<file path="config.mk">
export PLATFORM = sky130hd
export DESIGN_NAME = pipe_ctrl_flat
export DESIGN_NICKNAME = d
export VERILOG_FILES = /design/src/rtl/pipe_ctrl_pkg.sv /design/src/rtl/pipe_ctrl_if.sv /design/src/rtl/pipe_hazard_detect.sv /design/src/rtl/pipe_ctrl.sv /design/src/flat_wrapper.sv
export SDC_FILE = /design/constraint.sdc
export NUM_CORES = 1
export LEC_CHECK = 0
export CORE_MARGIN = 2
export CORE_UTILIZATION = 34
export CTS_BUF_LIST = sky130_fd_sc_hd__clkbuf_2
export CTS_CLUSTER_SIZE = 20
export DETAILED_ROUTE_END_ITERATION = 16
export DONT_BUFFER_PORTS = 1
export PLACE_DENSITY = 0.58
export SLEW_MARGIN = 20
export SYNTH_ARGS = -nofsm -noshare
export SYNTH_HDL_FRONTEND = slang
export SYNTH_SLANG_ARGS = --single-unit
</file>
<file path="constraint.sdc">
create_clock -name clk -period 2.4 [get_ports clk]
set_input_delay 0.48 -clock clk [delete_from_list [all_inputs] [get_ports clk]]
set_output_delay 0.48 -clock clk [all_outputs]
set_load 0.02 [all_outputs]
</file>
<file path="src/rtl/pipe_ctrl_pkg.sv">
// Shared definitions for the pipeline hazard/stall controller: FSM encoding,
// widths, pipeline-control patterns and a saturating-increment helper.
package pipe_ctrl_pkg;

  localparam int REG_W_DEF = 5;
  localparam int CNT_W     = 16;

  typedef enum logic [1:0] {
    RUN      = 2'd0,
    MEM_WAIT = 2'd1,
    HALT     = 2'd2
  } pipe_state_e;

  // Bit order: {pc_freeze, ifid_freeze, ifid_flush, idex_freeze, idex_flush, exmem_freeze, memwb_flush}
  localparam logic [6:0] CTRL_NONE   = 7'b0000000;
  localparam logic [6:0] CTRL_BUBBLE = 7'b1100100;
  localparam logic [6:0] CTRL_FLUSH  = 7'b0010100;
  localparam logic [6:0] CTRL_HOLD   = 7'b1101011;

  function automatic logic [CNT_W-1:0] satInc(input logic [CNT_W-1:0] v);
    return (v == {CNT_W{1'b1}}) ? v : v + 1'b1;
  endfunction

endpackage

</file>
<file path="src/rtl/pipe_ctrl_if.sv">
// Bundle of pipeline-stage status inputs and pipeline-register control outputs
// exchanged between the pipeline datapath (master) and pipe_ctrl (slave).
interface pipe_ctrl_if
  import pipe_ctrl_pkg::*;
#(
  parameter int REG_W = REG_W_DEF
);

  logic [REG_W-1:0] id_src1;
  logic [REG_W-1:0] id_src2;
  logic             id_two_src;
  logic [REG_W-1:0] exe_dest;
  logic             exe_wb_en;
  logic             exe_mem_r_en;
  logic [REG_W-1:0] mem_dest;
  logic             mem_wb_en;
  logic             fwd_en;
  logic             br_taken;
  logic             mem_req;
  logic             mem_ready;

  logic             pc_freeze;
  logic             ifid_freeze;
  logic             ifid_flush;
  logic             idex_freeze;
  logic             idex_flush;
  logic             exmem_freeze;
  logic             memwb_flush;
  logic             mem_err;
  logic [1:0]       state;
  logic [CNT_W-1:0] stall_cnt;
  logic [CNT_W-1:0] flush_cnt;
  logic [CNT_W-1:0] wait_cnt_tot;

  modport master (
    output id_src1, id_src2, id_two_src, exe_dest, exe_wb_en, exe_mem_r_en,
           mem_dest, mem_wb_en, fwd_en, br_taken, mem_req, mem_ready,
    input  pc_freeze, ifid_freeze, ifid_flush, idex_freeze, idex_flush,
           exmem_freeze, memwb_flush, mem_err, state, stall_cnt, flush_cnt, wait_cnt_tot
  );

  modport slave (
    input  id_src1, id_src2, id_two_src, exe_dest, exe_wb_en, exe_mem_r_en,
           mem_dest, mem_wb_en, fwd_en, br_taken, mem_req, mem_ready,
    output pc_freeze, ifid_freeze, ifid_flush, idex_freeze, idex_flush,
           exmem_freeze, memwb_flush, mem_err, state, stall_cnt, flush_cnt, wait_cnt_tot
  );

endinterface

</file>
<file path="src/rtl/pipe_hazard_detect.sv">
// Combinational register-match logic: flags a data hazard between the ID-stage
// sources and the EXE/MEM destinations, honouring forwarding and register 0.
module pipe_hazard_detect
  import pipe_ctrl_pkg::*;
#(
  parameter int REG_W = REG_W_DEF
) (
  input  logic [REG_W-1:0] id_src1_i,
  input  logic [REG_W-1:0] id_src2_i,
  input  logic             id_two_src_i,
  input  logic [REG_W-1:0] exe_dest_i,
  input  logic             exe_wb_en_i,
  input  logic             exe_mem_r_en_i,
  input  logic [REG_W-1:0] mem_dest_i,
  input  logic             mem_wb_en_i,
  input  logic             fwd_en_i,
  output logic             hazard_o
);

  logic exeMatch;
  logic memMatch;

  // With forwarding only a load in EXE cannot be bypassed in time.
  always_comb begin
    exeMatch = (exe_dest_i != '0) &&
               ((exe_dest_i == id_src1_i) || (id_two_src_i && (exe_dest_i == id_src2_i)));
    memMatch = (mem_dest_i != '0) &&
               ((mem_dest_i == id_src1_i) || (id_two_src_i && (mem_dest_i == id_src2_i)));
    if (fwd_en_i) begin
      hazard_o = exe_mem_r_en_i && exeMatch;
    end else begin
      hazard_o = (exe_wb_en_i && exeMatch) || (mem_wb_en_i && memMatch);
    end
  end

endmodule

</file>
<file path="src/rtl/pipe_ctrl.sv">
// Pipeline controller: memory-wait FSM with watchdog, prioritised freeze/flush
// generation and optional performance counters (enabled by PIPE_CTRL_PERF_EN).
module pipe_ctrl
  import pipe_ctrl_pkg::*;
#(
  parameter int REG_W       = REG_W_DEF,
  parameter int MEM_TIMEOUT = 255
) (
  input  logic       clk,
  input  logic       rst,
  pipe_ctrl_if.slave bus
);

  localparam int WAIT_W = (MEM_TIMEOUT > 1) ? $clog2(MEM_TIMEOUT + 1) : 1;
  localparam logic [WAIT_W-1:0] TIMEOUT_CNT = WAIT_W'(MEM_TIMEOUT);

  pipe_state_e       state_q, state_d;
  logic              memErr_q, memErr_d;
  logic [WAIT_W-1:0] waitCnt_q, waitCnt_d;
  logic              hazard;
  logic              memStall;
  logic [6:0]        ctrl;
  logic              stallEv, flushEv, waitEv;

  pipe_hazard_detect #(.REG_W(REG_W)) uHazard (
    .id_src1_i     (bus.id_src1),
    .id_src2_i     (bus.id_src2),
    .id_two_src_i  (bus.id_two_src),
    .exe_dest_i    (bus.exe_dest),
    .exe_wb_en_i   (bus.exe_wb_en),
    .exe_mem_r_en_i(bus.exe_mem_r_en),
    .mem_dest_i    (bus.mem_dest),
    .mem_wb_en_i   (bus.mem_wb_en),
    .fwd_en_i      (bus.fwd_en),
    .hazard_o      (hazard)
  );

  always_ff @(posedge clk or posedge rst) begin
    if (rst) begin
      state_q   <= RUN;
      memErr_q  <= 1'b0;
      waitCnt_q <= '0;
    end else begin
      state_q   <= state_d;
      memErr_q  <= memErr_d;
      waitCnt_q <= waitCnt_d;
    end
  end

  // The wait counter holds the number of cycles the access has been outstanding.
  always_comb begin
    state_d   = state_q;
    memErr_d  = memErr_q;
    waitCnt_d = waitCnt_q;
    case (state_q)
      RUN: begin
        if (bus.mem_req && !bus.mem_ready) begin
          state_d   = MEM_WAIT;
          waitCnt_d = WAIT_W'(1);
        end
      end
      MEM_WAIT: begin
        if (bus.mem_ready) begin
          state_d   = RUN;
          waitCnt_d = '0;
        end else if ((MEM_TIMEOUT != 0) && (waitCnt_q == TIMEOUT_CNT)) begin
          state_d  = HALT;
          memErr_d = 1'b1;
        end else begin
          waitCnt_d = waitCnt_q + 1'b1;
        end
      end
      HALT:    state_d = HALT;
      default: state_d = RUN;
    endcase
  end

  // A branch that coincides with a memory stall is dropped here; the frozen
  // ID/EX register presents it again once the stall clears.
  always_comb begin
    ctrl     = CTRL_NONE;
    stallEv  = 1'b0;
    flushEv  = 1'b0;
    waitEv   = 1'b0;
    memStall = bus.mem_req && !bus.mem_ready && (state_q != HALT);
    if (!rst) begin
      if (state_q == HALT) begin
        ctrl = CTRL_HOLD;
      end else if (memStall) begin
        ctrl   = CTRL_HOLD;
        waitEv = 1'b1;
      end else if (bus.br_taken) begin
        ctrl    = CTRL_FLUSH;
        flushEv = 1'b1;
      end else if (hazard) begin
        ctrl    = CTRL_BUBBLE;
        stallEv = 1'b1;
      end
    end
  end

  assign {bus.pc_freeze, bus.ifid_freeze, bus.ifid_flush, bus.idex_freeze,
          bus.idex_flush, bus.exmem_freeze, bus.memwb_flush} = ctrl;
  assign bus.mem_err = memErr_q;
  assign bus.state   = state_q;

`ifdef PIPE_CTRL_PERF_EN
  logic [CNT_W-1:0] stallCnt_q, flushCnt_q, waitTot_q;

  always_ff @(posedge clk or posedge rst) begin
    if (rst) begin
      stallCnt_q <= '0;
      flushCnt_q <= '0;
      waitTot_q  <= '0;
    end else begin
      if (stallEv) stallCnt_q <= satInc(stallCnt_q);
      if (flushEv) flushCnt_q <= satInc(flushCnt_q);
      if (waitEv)  waitTot_q  <= satInc(waitTot_q);
    end
  end

  assign bus.stall_cnt    = stallCnt_q;
  assign bus.flush_cnt    = flushCnt_q;
  assign bus.wait_cnt_tot = waitTot_q;
`else
  logic unusedEvents;
  assign unusedEvents     = ^{stallEv, flushEv, waitEv};
  assign bus.stall_cnt    = '0;
  assign bus.flush_cnt    = '0;
  assign bus.wait_cnt_tot = '0;
`endif

endmodule

</file>
<file path="src/flat_wrapper.sv">
// flat-port wrapper written by rule: the top's interface ports become plain ports
module pipe_ctrl_flat import pipe_ctrl_pkg::*;
#(
  parameter int REG_W       = REG_W_DEF,
  parameter int MEM_TIMEOUT = 255
)
  (clk, rst, bus_id_src1, bus_id_src2, bus_id_two_src, bus_exe_dest, bus_exe_wb_en, bus_exe_mem_r_en, bus_mem_dest, bus_mem_wb_en, bus_fwd_en, bus_br_taken, bus_mem_req, bus_mem_ready, bus_pc_freeze, bus_ifid_freeze, bus_ifid_flush, bus_idex_freeze, bus_idex_flush, bus_exmem_freeze, bus_memwb_flush, bus_mem_err, bus_state, bus_stall_cnt, bus_flush_cnt, bus_wait_cnt_tot);
  pipe_ctrl_if #(.REG_W(REG_W)) bus_i ();
  input  logic clk;
  input  logic rst;
  input wire logic [$bits(bus_i.id_src1)-1:0] bus_id_src1;
  input wire logic [$bits(bus_i.id_src2)-1:0] bus_id_src2;
  input wire logic [$bits(bus_i.id_two_src)-1:0] bus_id_two_src;
  input wire logic [$bits(bus_i.exe_dest)-1:0] bus_exe_dest;
  input wire logic [$bits(bus_i.exe_wb_en)-1:0] bus_exe_wb_en;
  input wire logic [$bits(bus_i.exe_mem_r_en)-1:0] bus_exe_mem_r_en;
  input wire logic [$bits(bus_i.mem_dest)-1:0] bus_mem_dest;
  input wire logic [$bits(bus_i.mem_wb_en)-1:0] bus_mem_wb_en;
  input wire logic [$bits(bus_i.fwd_en)-1:0] bus_fwd_en;
  input wire logic [$bits(bus_i.br_taken)-1:0] bus_br_taken;
  input wire logic [$bits(bus_i.mem_req)-1:0] bus_mem_req;
  input wire logic [$bits(bus_i.mem_ready)-1:0] bus_mem_ready;
  output wire logic [$bits(bus_i.pc_freeze)-1:0] bus_pc_freeze;
  output wire logic [$bits(bus_i.ifid_freeze)-1:0] bus_ifid_freeze;
  output wire logic [$bits(bus_i.ifid_flush)-1:0] bus_ifid_flush;
  output wire logic [$bits(bus_i.idex_freeze)-1:0] bus_idex_freeze;
  output wire logic [$bits(bus_i.idex_flush)-1:0] bus_idex_flush;
  output wire logic [$bits(bus_i.exmem_freeze)-1:0] bus_exmem_freeze;
  output wire logic [$bits(bus_i.memwb_flush)-1:0] bus_memwb_flush;
  output wire logic [$bits(bus_i.mem_err)-1:0] bus_mem_err;
  output wire logic [$bits(bus_i.state)-1:0] bus_state;
  output wire logic [$bits(bus_i.stall_cnt)-1:0] bus_stall_cnt;
  output wire logic [$bits(bus_i.flush_cnt)-1:0] bus_flush_cnt;
  output wire logic [$bits(bus_i.wait_cnt_tot)-1:0] bus_wait_cnt_tot;
  assign bus_i.id_src1 = bus_id_src1;
  assign bus_i.id_src2 = bus_id_src2;
  assign bus_i.id_two_src = bus_id_two_src;
  assign bus_i.exe_dest = bus_exe_dest;
  assign bus_i.exe_wb_en = bus_exe_wb_en;
  assign bus_i.exe_mem_r_en = bus_exe_mem_r_en;
  assign bus_i.mem_dest = bus_mem_dest;
  assign bus_i.mem_wb_en = bus_mem_wb_en;
  assign bus_i.fwd_en = bus_fwd_en;
  assign bus_i.br_taken = bus_br_taken;
  assign bus_i.mem_req = bus_mem_req;
  assign bus_i.mem_ready = bus_mem_ready;
  assign bus_pc_freeze = bus_i.pc_freeze;
  assign bus_ifid_freeze = bus_i.ifid_freeze;
  assign bus_ifid_flush = bus_i.ifid_flush;
  assign bus_idex_freeze = bus_i.idex_freeze;
  assign bus_idex_flush = bus_i.idex_flush;
  assign bus_exmem_freeze = bus_i.exmem_freeze;
  assign bus_memwb_flush = bus_i.memwb_flush;
  assign bus_mem_err = bus_i.mem_err;
  assign bus_state = bus_i.state;
  assign bus_stall_cnt = bus_i.stall_cnt;
  assign bus_flush_cnt = bus_i.flush_cnt;
  assign bus_wait_cnt_tot = bus_i.wait_cnt_tot;
  pipe_ctrl #(.REG_W(REG_W), .MEM_TIMEOUT(MEM_TIMEOUT)) u_core (.clk(clk), .rst(rst), .bus(bus_i));
endmodule
</file>
# [After elaboration in Yosys (flattened, before gate mapping)]
# Cells that the tools add are included.
[totals] ff_bits=11 input_bits=30 wordCells=50
[classes] add_sub_neg=1 n_eq_ne=11 muxes=14 bitwise=1 n_reduce_logical=20
[op_table] cell="$mux 7" n=5
[op_table] cell="$mux 8" n=3
[op_table] cell="$eq 5x5->1" n=4
[op_table] cell="$pmux 8 s2" n=1
[op_table] cell="$reduce_bool 5->1" n=2
[op_table] cell="$logic_and 1x1->1" n=9
[op_table] cell="$add 8x1->8 const B" n=1
[op_table] cell="$eq 8x8->1 const B" n=1
[op_table] cell="$mux 2" n=3
[op_table] cell="$pmux 2 s3" n=1
[op_table] cell="$reduce_and 3->1" n=2
[op_table] cell="$logic_or 1x1->1" n=3
[op_table] cell="$ne 3x2->1 const B" n=1
[op_table] cell="$ne 3x3->1 const B" n=1
[op_table] cell="$eq 2x1->1 const B" n=1
[op_table] cell="$eq 2x2->1 const B" n=1
[op_table] cell="$logic_not 2->1" n=1
[op_table] cell="$ne 2x1->1 const B" n=1
[op_table] cell="$ne 2x2->1 const B" n=1
[op_table] cell="$reduce_and 2->1" n=1
[op_table] cell="$reduce_bool 2->1" n=1
[op_table] cell="$logic_not 1->1" n=1
[op_table] cell="$mux 1" n=1
[op_table] cell="$not 1->1" n=1

# [Logic depth before layout (Yosys ltp)]
# Gate-level depths: netlist of the first run.
[logic_depth] ltp_word=12 ltp_mapped=6 depth_no_buf=6

# [By module]
# From an unflattened synthesis of the first run, not the netlist that was laid out.
[unflattened] hier_cells=156 hier_area_um2=1306.3
[modules_own_cells] module="pipe_ctrl" instances=1 cells_each=120 area_each_um2=1024.7 seq_area_each_um2=275.3
[modules_own_cells] module="pipe_hazard_detect" instances=1 cells_each=36 area_each_um2=281.5 seq_area_each_um2=0.0

# [Least setup slack after synthesis of the first run]
# No wires, ideal clock.
[synth_path] path_kind="flip-flop to output port" startpoint="register u_core.state_q[0] (netlist: u_core.bus.state[0])" endpoint="output port bus_pc_freeze" t_arrival_ns=1.722 path_slack_ns=0.198 stages_incl_launch_ff=6 path_buffers=2 path_cell_list="dfrtp_1 > clkbuf_1 > nand2b_1 > a21oi_1 > a21o_1 > buf_4"
[synth_via] elab_chain_cells=5 word_cells_on_any_way=6
[synth_lines] item="from (decl)" line="pipe_ctrl.sv:17" rtl="pipe_state_e state_q, state_d;"
[synth_lines] item="from (signal assigned)" line="pipe_ctrl.sv:44" rtl="state_q <= state_d;"
[synth_lines] item="$ne 2x2->1" line="pipe_ctrl.sv:85" rtl="memStall = bus.mem_req && !bus.mem_ready && (state_q != HALT);"
[synth_lines] item="$logic_and 1x1->1" line="pipe_ctrl.sv:85"
[synth_lines] item="$mux 7" line="pipe_ctrl.sv:89" rtl="end else if (memStall) begin"
[synth_lines] item="$mux 7 *" line="pipe_ctrl.sv:87" rtl="if (state_q == HALT) begin"
[synth_lines] item="$mux 7 *" line="pipe_ctrl.sv:86" rtl="if (!rst) begin"
[synth_lines] item="to (decl)" line="flat_wrapper.sv:23" rtl="output wire logic [$bits(bus_i.pc_freeze)-1:0] bus_pc_freeze;"
# Mark *: on every way between the ends. The rest lies on a longest branch, timed or not.

# [Worst setup path after layout of the first run]
[layout_path] startpoint="input port bus_exe_dest[1]" endpoint="output port bus_pc_freeze"
[layout_via] elab_chain_cells=12 word_cells_on_any_way=15
[layout_lines] item="from (decl)" line="flat_wrapper.sv:14" rtl="input wire logic [$bits(bus_i.exe_dest)-1:0] bus_exe_dest;"
[layout_lines] item="$eq 5x5->1" line="pipe_hazard_detect.sv:26" rtl="((exe_dest_i == id_src1_i) || (id_two_src_i && (exe_dest_i == id_src2_i)));"
[layout_lines] item="$logic_and 1x1->1" line="pipe_hazard_detect.sv:26"
[layout_lines] item="$logic_or 1x1->1" line="pipe_hazard_detect.sv:26"
[layout_lines] item="$logic_and 1x1->1 *" line="pipe_hazard_detect.sv:25" rtl="exeMatch = (exe_dest_i != '0) &&"
[layout_lines] item="$logic_and 1x1->1" line="pipe_hazard_detect.sv:32" rtl="hazard_o = (exe_wb_en_i && exeMatch) || (mem_wb_en_i && memMatch);"
[layout_lines] item="$logic_or 1x1->1" line="pipe_hazard_detect.sv:32"
[layout_lines] item="$mux 1 *" line="pipe_hazard_detect.sv:29" rtl="if (fwd_en_i) begin"
[layout_lines] item="$mux 7 *" line="pipe_ctrl.sv:95" rtl="end else if (hazard) begin"
[layout_lines] item="$mux 7 *" line="pipe_ctrl.sv:92" rtl="end else if (bus.br_taken) begin"
[layout_lines] item="$mux 7 *" line="pipe_ctrl.sv:89"
[layout_lines] item="$mux 7 *" line="pipe_ctrl.sv:87"
[layout_lines] item="$mux 7 *" line="pipe_ctrl.sv:86"
# Marked as above.

==> results by group, run 1 <==
Timing
  • Setup violations, final: 0
  • TNS Setup: 0 ns
  • Max Fclk: between 0.4 and 0.5 GHz
  • Max Slew Vio Count: 0
  • Unrepaired setup endpoints after global routing: no
  • Fin crit share: 87.94%
  • Post-layout min period: ~2.1 ns
  • Final hold vios: 0
  • Clk_skew: between 0.001 and 0.0015 ns

Yosys
  • Post-synthesis sequential area ratio: 21.34%
  • YS warnings: 0
  • Mapped Cells: 159
  • Number of synthesized register bits: 11
  • Async SR Flop Fraction: 100.0%
  • Distinct cells, synth: 37
  • Multiplexer area fraction after synthesis: less than 1%
  • Simple logic cell fraction of the synthesized area: around 17%
  • Post-Synth XOR/XNOR Area: 16.29%
  • Dominant synthesized flop cell: dfrtp_1
  • Mapped Area: 1290 um^2
  • Largest family of logic cells by synthesized area: buffers and inverters
  • Post-synth EDFFs: 0
  • Area share of fa/ha/maj cells after synthesis: 0.9699%
  • Compound-Gate Fraction of Synth Area: 12.22%
  • Post-synthesis area per instance: 8.113 um^2

Die
  • Die Height: about 66 um
  • Die Width: 65.60 um
  • Starting density of the core: 35.24%
  • Core area: 3661 um^2
  • I/O pins: 88
  • Die area: 4303 um^2
  • # rows: 22

Worst setup path
  • Required @ worst endpoint: 1.92 ns
  • WS Path Type: primary input to primary output
  • Max Fanout on Critical Path: 3
  • Critical path arrival: around 1.6 ns
  • Worst setup SP type: primary input
  • CP Buf/Inv Count: 1
  • Cell Chain, Critical Path: or4_1, o21ai_0, o22ai_1, a21o_1, buf_12
  • Slowest cell on crit path: or4_1
  • Critical Path End Type: primary output
  • Worst path top cell family by delay: simple AND/OR/NAND/NOR gates
  • CP max stage delay: 0.50 ns

Clock network
  • Post-CTS setup-driven buffer insertion count: 0
  • CTS root buf: clkbuf_2
  • CTS tree: done
  • Clock Latency Late Sink: ~0.25 ns
  • Num CTS Buffers: 3
  • PostCTS Resize Cnt: 0
  • Hold-fix buffers, CTS: 0
  • CTS H-tree lvls: 1
  • CTS sink cnt: 11
  • CTS clk-pin slew, worst paths: 0.11 ns
  • Max Buffers Root-to-Sink: 2

Drt
  • Via-to-Cell Ratio: 4.254
  • Routed len/inst: 10.46 um
  • Post-route ant nets: 0
  • Initial detailed-routing violation count: 34
  • Drt drc: 0
  • Final WL: 2187 um
  • Routed vias: 889
  • DRT Pass-1 Iters: 5

GRT
  • Pin count of the biggest net entering global routing: 13
  • Met2 Track Usage GR: roughly 16%
  • Grt total ovfl: 0
  • Total GRT Usage: 10.34%
  • First-pass GRT wire length: around 3400 um
  • Antenna violations before repair: 0
  • M1 GR Usage: 12.30%
  • GRT met3 Usage: under 10%
  • Vias in the first global route: 789
  • Busiest grt layer: met2

Power
  • Peak supply drop: 117.0 uV
  • Pleak: 0.5681 nW
  • PwrDens: 404.0 nW/um^2
  • Pwr Total: between 0.4 and 0.5 mW

Cells and area
  • Post-layout instance area: 1201 um^2
  • Final net count: 193
  • Area grow syn2layout: -6.887%
  • Antenna diodes: 0
  • Filler instances: 390
  • Layout cells sized above 1: 8.696%

Placed design
  • Routability cong.: 0.8583
  • PortBufs: 0
  • DP HPWL: approximately 1900 um
  • Post-DP Area: 1181 um^2

Status
  • Status: finished clean

Flow run
  • Max Cap Violations: 0

Min path
  • Worst min path class: primary input to async pin
[power by group]
part / internal (mW) / switching, mW
combinational: 0.0490 / 0.117
clock: 0.0443 / 0.0596
sequential: 0.197 / 0.0182
[synth_stat cells, types with 2 or more instances]
cell type | count | area [um^2]
a211oi_1 | 2 | 15.01
nor2b_1 | 2 | 12.51
nand3_1 | 3 | 15.01
inv_1 | 2 | 7.510
nor2_1 | 10 | 37.54
xor2_1 | 18 | 157.7
o21ai_0 | 6 | 30.03
nor4_1 | 2 | 12.51
clkbuf_1 | 2 | 7.510
buf_4 | 51 | 382.9
dfrtp_1 | 11 | 275.3
or4_1 | 3 | 22.52
a32oi_1 | 2 | 17.52
nor3_1 | 2 | 10.01
nand2b_1 | 2 | 12.51
nand2_1 | 9 | 33.78
xnor2_1 | 6 | 52.55
or3_1 | 2 | 12.51
o31ai_1 | 2 | 15.01
a21oi_1 | 5 | 25.02
[routing by layer]
| layer | up-vias | share of wire (%) | wire length (um) |
|---|---|---|---|
| met5 | - | 0 | 0 |
| met1 | 395 | 39 | 843 |
| met4 | 0 | 1.2 | 26 |
| li1 | 437 | - | - |
| met2 | 51 | 48 | 1053 |
| met3 | 6 | 12 | 263 |
[worst register-to-register path, stage by stage, from the launching register on]
cell and delay [ns]:
dfrtp_1 0.45, ha_1 0.24, nand2_1 0.10, o41ai_1 0.08, buf_4 0.17, a21o_2 0.24, or4_1 0.47, a21oi_1 0.15
[area by class of cell]
class	count	area [um^2]	share of cell area (%)
Timing Repair Buffer	5	50.05	4.167
Inverter	2	7.507	0.6250
Tap cell	48	60.06	5.000
Sequential cell	11	275.3	22.92
Multi-Input combinational cell	139	788.3	65.63
Clock buffer	4	20.02	1.667
[logic make-up after synthesis]
group | count (synthesis)
DFF | 11
xor gates and xnor gates | 24
muxes | 1
and+or+nand+nor | 41
buffers and inverters | 56
AOI/OAI and AO/OA | 24
other | 1
adders and majority gates | 1
[registers in the layout, indices dropped and copies added, names as in the netlist]
register / count
u_core.bus.state: 2
u_core.bus.mem_err: 1
u_core.waitCnt_q: 8
[final timing paths]
check	start	to	slack [ns]	cells after the start
min in group clk	bus_mem_ready	u_core.bus.state[0]	0.29	1
max in group asynchronous	rst	u_core.waitCnt_q[6]	2.17	2
worst max register to register	u_core.waitCnt_q[0]	u_core.waitCnt_q[7]	0.42	7
worst max-delay path	bus_exe_dest[1]	bus_pc_freeze	0.29	5
worst min register to register	u_core.waitCnt_q[5]	u_core.waitCnt_q[5]	0.53	1
worst min-delay path	rst	u_core.bus.state[1]	0.08	2
[layout by cell type, fill, tap and decap left out, drive strengths merged, types with 3 or more instances in the layout]
master,n
dfrtp,11
a21oi,5
or4,3
nor2,10
o21ai,6
nand2b,3
nand3,3
xor2,18
buf,5
clkbuf,4
nand2,9
xnor2,6
conb,48
[metrics by stage]
stage	setup WS (ns)	hold slack [ns]	utilization, %	instances
final	0.2895	0.08494	32.81	209
after global routing	0.1032	0.04316	32.81	209
after CTS	0.2644	0.07730	32.81	209
after detailed placement	0.2644	0.3691	32.26	205
after global placement	0.2456	0.3673	32.26	205
after floorplan	0.1978	0.3373	-	206
No activity file was read; power rests on OpenSTA's default activity.
==> inputs of run 2 (changes only) <==
--- a/config.mk
+++ b/config.mk
@@ -11,7 +11,6 @@
 export CTS_CLUSTER_SIZE = 20
 export DETAILED_ROUTE_END_ITERATION = 16
 export DONT_BUFFER_PORTS = 1
-export PLACE_DENSITY = 0.58
 export SLEW_MARGIN = 20
 export SYNTH_ARGS = -nofsm -noshare
 export SYNTH_HDL_FRONTEND = slang
==> constraint.sdc (replaced) <==
create_clock -name clk -period 2.3 [get_ports clk]
set_input_delay 0.46 -clock clk [delete_from_list [all_inputs] [get_ports clk]]
set_output_delay 0.46 -clock clk [all_outputs]
set_load 0.02 [all_outputs]
==> run 2 against run 1 <==
- flip-flop and latch count did not move
- critical path depth rose by 1
- clock power is 9.6% higher
==> results by group, run 2 (same netlist as run 1, synthesis figures left out) <==
Status
  • Status: finished clean (unchanged)

Flow run
  • Max Cap Violations: 0 (unchanged)

Worst setup path
  • Critical path arrival: 1.65 ns (was 1.63 ns)
  • R2R Path Start: u_core.waitCnt_q[0] (unchanged)
  • Slowest cell on crit path: nor4_1 (was or4_1)
  • Reg2Reg Depth: 7 (unchanged)
  • WS Path Type: primary input to primary output (unchanged)
  • Critical Path End Type: primary output (unchanged)
  • Required @ worst endpoint: 1.84 ns (was 1.92 ns)
  • R2R Setup Slk: 0.33 ns (was 0.42 ns)
  • Cell Chain, Critical Path: xor2_1, nor4_1, a32oi_1, o22ai_1, a21o_1, buf_12 (was or4_1, o21ai_0, o22ai_1, a21o_1, buf_12)
  • FF-to-FF End: u_core.waitCnt_q[7] (unchanged)
  • Worst setup SP type: primary input (unchanged)
  • Max Fanout on Critical Path: 2 (was 3)
  • CP max stage delay: 0.32 ns (was 0.50 ns)

Die
  • Starting density of the core: 35.24% (unchanged)
  • # rows: 22 (unchanged)
  • Die area: 4303 um^2 (unchanged)
  • Core area: 3661 um^2 (unchanged)
  • I/O pins: 88 (unchanged)
  • Die Height: 65.60 um (unchanged)
  • Die Width: 65.60 um (unchanged)

Cells and area
  • Area grow syn2layout: -6.887% (unchanged)
  • Final cell count without fillers: 209 (unchanged)
  • Antenna diodes: 0 (unchanged)
  • Final net count: 193 (unchanged)
  • Area of the multi-input gates: 788.3 um^2 (unchanged)
  • Filler instances: 422 (was 390)
  • Most frequent cells in the layout: 48 x conb_1, 18 x xor2_1, 11 x dfrtp_1 (unchanged)
  • Reg area: 275.3 um^2 (unchanged)
  • Most common cell after layout, fill and taps aside: conb_1 (unchanged)
  • Final core utilization: 32.81% (unchanged)
  • Layout cells sized above 1: 8.696% (unchanged)
  • Max FFs per register: 8 (unchanged)
  • Most flop-heavy register: u_core.waitCnt_q (unchanged)
  • Post-layout instance area: 1201 um^2 (unchanged)

Timing
  • Max Slew Vio Count: 0 (unchanged)
  • Final hold vios: 0 (unchanged)
  • Max Fclk: 0.4746 GHz
  • TNS Setup: 0 ns (unchanged)
  • Setup violations, final: 0 (unchanged)
  • Post-layout min period: between 2 and 2.5 ns
  • Fin crit share: about nine tenths
  • Clk_skew: 0.007355 ns (was 0.001415 ns)
  • Unrepaired setup endpoints after global routing: no (unchanged)

Power
  • Peak supply drop: 163.6 uV (was 117.0 uV)
  • Pwr Total: 0.5093 mW (was 0.4853 mW)
  • PwrDens: 424.0 nW/um^2 (was 404.0 nW/um^2)
  • Pleak: 0.5681 nW (unchanged)

Drt
  • Post-route ant nets: 0 (unchanged)
  • Routed vias: 862 (was 889)
  • Final WL: 2127 um (was 2187 um)
  • Initial detailed-routing violation count: 42 (was 34)
  • Routed len/inst: 10.18 um (was 10.46 um)
  • DRT Pass-1 Iters: 4 (was 5)
  • Via-to-Cell Ratio: 4.124 (was 4.254)
  • Drt drc: 0 (unchanged)

Placed design
  • Placed cell count: 205 (unchanged)
  • PortBufs: 0 (unchanged)
  • DP HPWL: 1823 um (was 1887 um)
  • Post-DP Area: 1181 um^2 (unchanged)
  • Routability cong.: 0.8707 (was 0.8583)

GRT
  • Vias in the first global route: 781 (was 789)
  • Total GRT Usage: 10.76% (was 10.34%)
  • Pin count of the biggest net entering global routing: 12 (was 13)
  • Antenna violations before repair: 0 (unchanged)
  • Grt total ovfl: 0 (unchanged)
  • First-pass GRT wire length: 3512 um (was 3422 um)

Clock network
  • CTS sink cnt: 11 (unchanged)
  • Hold-fix buffers, CTS: 0 (unchanged)
  • Max Buffers Root-to-Sink: 2 (unchanged)
  • CTS tree: done (unchanged)
  • Post-CTS setup-driven buffer insertion count: 0 (unchanged)
  • PostCTS Resize Cnt: 0 (unchanged)
  • CTS H-tree lvls: 1 (unchanged)
  • Clock Latency Late Sink: 0.27 ns (was 0.25 ns)
  • CTS root buf: clkbuf_2 (unchanged)
  • CTS clk-pin slew, worst paths: 0.11 ns (about the same)
  • Num CTS Buffers: 3 (unchanged)

Min path
  • Worst min path class: primary input to async pin (unchanged)
==> run 2: cell counts in the layout (fill, tap and decap cells not counted) <==
Identical to the previous run, type by type.
==> run 2: worst max-delay path, delay by kind of cell <==
kind | cells | cell delay (ns)
compound gates | 3 | 0.59
xor+xnor | 1 | 0.14
simple gates | 1 | 0.32
buf+inv | 1 | 0.13
==> run 2: layout make-up <==
cell class | count | share of cell area [%]
Timing Repair Buffer | 5 | 4.167
Inverter | 2 | 0.6250
Sequential cell | 11 | 22.92
Clock buffer | 4 | 1.667
Tap cell | 48 | 5.000
Multi-Input combinational cell | 139 | 65.63
==> run 2: layer usage <==
layer  wire (um)  track usage (%)
met1         913            13.53
met2         966            16.71
met3         219            4.452
met4          27            3.385
met5           0                0
==> run 2: power by group <==
part           leakage (nW)  internal (mW)  total (mW)  switching, mW
Sequential            0.149          0.206       0.224         0.0183
Clock                0.0166         0.0461       0.114         0.0675
Combinational         0.403         0.0511       0.172          0.121
Total                 0.568          0.303       0.509          0.207
==> run 2: stage by stage <==
stage	hold slack (ns)	setup slack, ns
floorplan	0.3173	0.1178
global placement	0.3623	0.2022
detailed placement	0.3636	0.1977
CTS	0.05351	0.1976
global route	0.07427	0.08829
finish	0.05774	0.1931
==> run 2: how the worst max path moves through the flow <==
stage / slack [ns] / to / startpoint / cells past startpoint
after floorplan: 0.12 / bus_pc_freeze / u_core.bus.state[0] / 5
after global placement: 0.20 / bus_pc_freeze / bus_id_src2[4] / 6
after detailed placement: 0.20 / bus_ifid_freeze / bus_exe_dest[4] / 6
after CTS: 0.20 / bus_ifid_freeze / bus_exe_dest[4] / 6
after global routing: 0.09 / bus_ifid_freeze / u_core.bus.state[0] / 4
final: 0.19 / bus_ifid_freeze / bus_id_src2[4] / 6
==> inputs of run 3 (changes only) <==
--- a/config.mk
+++ b/config.mk
@@ -10,7 +10,7 @@
 export CTS_BUF_LIST = sky130_fd_sc_hd__clkbuf_2
 export CTS_CLUSTER_SIZE = 20
 export DETAILED_ROUTE_END_ITERATION = 16
-export DONT_BUFFER_PORTS = 1
+export PLACE_DENSITY = 0.78
 export SLEW_MARGIN = 20
 export SYNTH_ARGS = -nofsm -noshare
 export SYNTH_HDL_FRONTEND = slang
==> run 3 against run 2 <==
- worst hold slack improved by 0.45 ns
- clock power barely moved
- die area did not move
- sequential share of layout area decreased by 6.4 points
- non-clock buffer count grew 51
- clock-buffer cell count stayed put
- final cell count rose by 24%
- clock skew down 0.0032 ns
- largest cell class unchanged
==> results by group, run 3 (same netlist as run 1, synthesis figures left out) <==
Cells and area
  • Most common cell after layout, fill and taps aside: conb_1 (unchanged)
  • Most frequent cells in the layout: 48 x conb_1, 18 x xor2_1, 15 x buf_4 (was 48 x conb_1, 18 x xor2_1, 11 x dfrtp_1)
  • Most flop-heavy register: u_core.waitCnt_q (unchanged)
  • Area grow syn2layout: 29.00% (was -6.887%)
  • Reg area: 275.3 um^2 (unchanged)
  • Filler instances: 374 (was 422)
  • Max FFs per register: 8 (unchanged)
  • Antenna diodes: 0 (unchanged)
  • Layout cells sized above 1: 22.17% (was 8.696%)
  • Final net count: 244 (was 193)
  • Area of the multi-input gates: 827.0 um^2 (was 788.3 um^2)

Min path
  • Worst min path class: flip-flop to flip-flop (was primary input to async pin)

Timing
  • Unrepaired setup endpoints after global routing: no (unchanged)
  • Clk_skew: 0.004181 ns (was 0.007355 ns)
  • Max Slew Vio Count: 0 (unchanged)
  • Setup violations, final: 0 (unchanged)
  • Max Fclk: 0.4457 GHz (was 0.4746 GHz)
  • TNS Setup: 0 ns (unchanged)
  • Post-layout min period: 2.243 ns (was 2.107 ns)
  • Worst Slack Setup Final: 0.05652 ns (was 0.1931 ns)
  • Fin crit share: 97.54% (was 91.60%)
  • Final hold vios: 0 (unchanged)

GRT
  • Total GRT Usage: 13.27% (was 10.76%)
  • Vias in the first global route: 1010 (was 781)
  • Grt total ovfl: 0 (unchanged)
  • Pin count of the biggest net entering global routing: 12 (unchanged)
  • First-pass GRT wire length: 4436 um (was 3512 um)
  • Antenna violations before repair: 0 (unchanged)

Worst setup path
  • Slowest cell on crit path: or4_4 (was nor4_1)
  • Cell Chain, Critical Path: buf_2, buf_6, or4_4, o21ai_2, o22ai_2, a21o_1, buf_6 (was xor2_1, nor4_1, a32oi_1, o22ai_1, a21o_1, buf_12)
  • Worst setup SP type: primary input (unchanged)
  • CP max stage delay: 0.53 ns (was 0.32 ns)
  • Critical Path End Type: primary output (unchanged)
  • CP most frequent cell: buf_6
  • Max Fanout on Critical Path: 2 (unchanged)
  • Required @ worst endpoint: 1.84 ns (about the same)
  • Critical path arrival: 1.78 ns (was 1.65 ns)
  • WS Path Type: primary input to primary output (unchanged)

Drt
  • Routed len/inst: 11.08 um (was 10.18 um)
  • Drt drc: 0 (unchanged)
  • Final WL: 2882 um (was 2127 um)
  • Via-to-Cell Ratio: 4.250 (was 4.124)
  • Post-route ant nets: 0 (unchanged)
  • Initial detailed-routing violation count: 20 (was 42)
  • DRT Pass-1 Iters: 4 (unchanged)
  • Routed vias: 1105 (was 862)

Clock network
  • CTS tree: done (unchanged)
  • CTS sink cnt: 11 (unchanged)
  • Clock Latency Late Sink: 0.27 ns (about the same)
  • CTS H-tree lvls: 1 (unchanged)
  • CTS clk-pin slew, worst paths: 0.11 ns (about the same)
  • CTS root buf: clkbuf_2 (unchanged)
  • Max Buffers Root-to-Sink: 2 (unchanged)
  • Num CTS Buffers: 3 (unchanged)
  • Hold-fix buffers, CTS: 0 (unchanged)

Die
  • Die Height: 65.60 um (unchanged)
  • I/O pins: 88 (unchanged)
  • Die area: 4303 um^2 (unchanged)
  • Core area: 3661 um^2 (unchanged)
  • Die Width: 65.60 um (unchanged)
  • # rows: 22 (unchanged)
  • Starting density of the core: 35.24% (unchanged)

Status
  • Status: finished clean (unchanged)

Placed design
  • DP Worst Slack: -0.7344 ns (was 0.1977 ns)
  • DP HPWL: 2300 um (was 1823 um)
  • Routability cong.: 0.8584 (was 0.8707)
  • PortBufs: 39 (was 0)

Power
  • PwrDens: 363.8 nW/um^2 (was 424.0 nW/um^2)
  • Peak supply drop: 115.8 uV (was 163.6 uV)
  • Pleak: 0.8267 nW (was 0.5681 nW)

Flow run
  • Max Cap Violations: 0 (unchanged)
-- run 3: final cells by class --
cell class	instances	share of cell area, %
Inverter	2	0.4511
Timing Repair Buffer	56	28.50
Sequential cell	11	16.54
Multi-Input combinational cell	139	49.70
Clock buffer	4	1.203
Tap cell	48	3.609
-- run 3: worst max-delay path: cells and delay by family --
family                 cells  cell delay [ns]
AOI/OAI and AO/OA          3             0.43
buffers and inverters      3             0.36
and+or+nand+nor            1             0.53
-- run 3: per-layer routing --
metal	global-route usage, %	part of all wire [%]	up-vias
li1	-	-	540
met1	14.86	38	517
met2	24.87	55	46
met3	2.397	7.1	2
met4	4.688	0.35	0
met5	0	0	-
-- run 3: where the power goes --
part / internal [mW] / total (mW) / switching, mW
sequential: 0.206 / 0.221 / 0.0154
clock: 0.0461 / 0.116 / 0.0696
combinational: 0.105 / 0.269 / 0.164
total: 0.357 / 0.605 / 0.249
-- run 3: what timing repair did --
action                                  CTS  global route
pin swaps                                12            11
endpoints found under the setup margin    7             3
buffers inserted                          0             0
endpoints found under the hold margin     0             0
resized for setup                        60            16
-- run 3: path summary, 6_finish.rpt --
| check | from | slack [ns] | endpoint | cells after the start |
|---|---|---|---|---|
| max | bus_exe_dest[4] | 0.06 | bus_ifid_freeze | 7 |
| min | u_core.bus.mem_err | 0.51 | u_core.bus.mem_err | 1 |
| max reg2reg | u_core.waitCnt_q[0] | 0.37 | u_core.waitCnt_q[7] | 7 |
| min reg2reg | u_core.bus.mem_err | 0.51 | u_core.bus.mem_err | 1 |
| max in group asynchronous | rst | 1.60 | u_core.waitCnt_q[5] | 3 |
| min in group asynchronous | rst | 0.55 | u_core.waitCnt_q[2] | 3 |
-- run 3: metrics by stage --
step	hold WS, ns	util [%]	instance area, um^2	std cells	power, mW
final	0.5070	45.45	1664	260	0.6053
after global routing	0.5584	45.45	1664	260	0.6492
after CTS	0.5171	45.52	1667	261	0.6032
after detailed placement	0.4795	45.45	1664	258	0.4973
after global placement	0.4650	45.45	1664	258	0.4923
after floorplan	0.3173	-	1466	206	0.4411
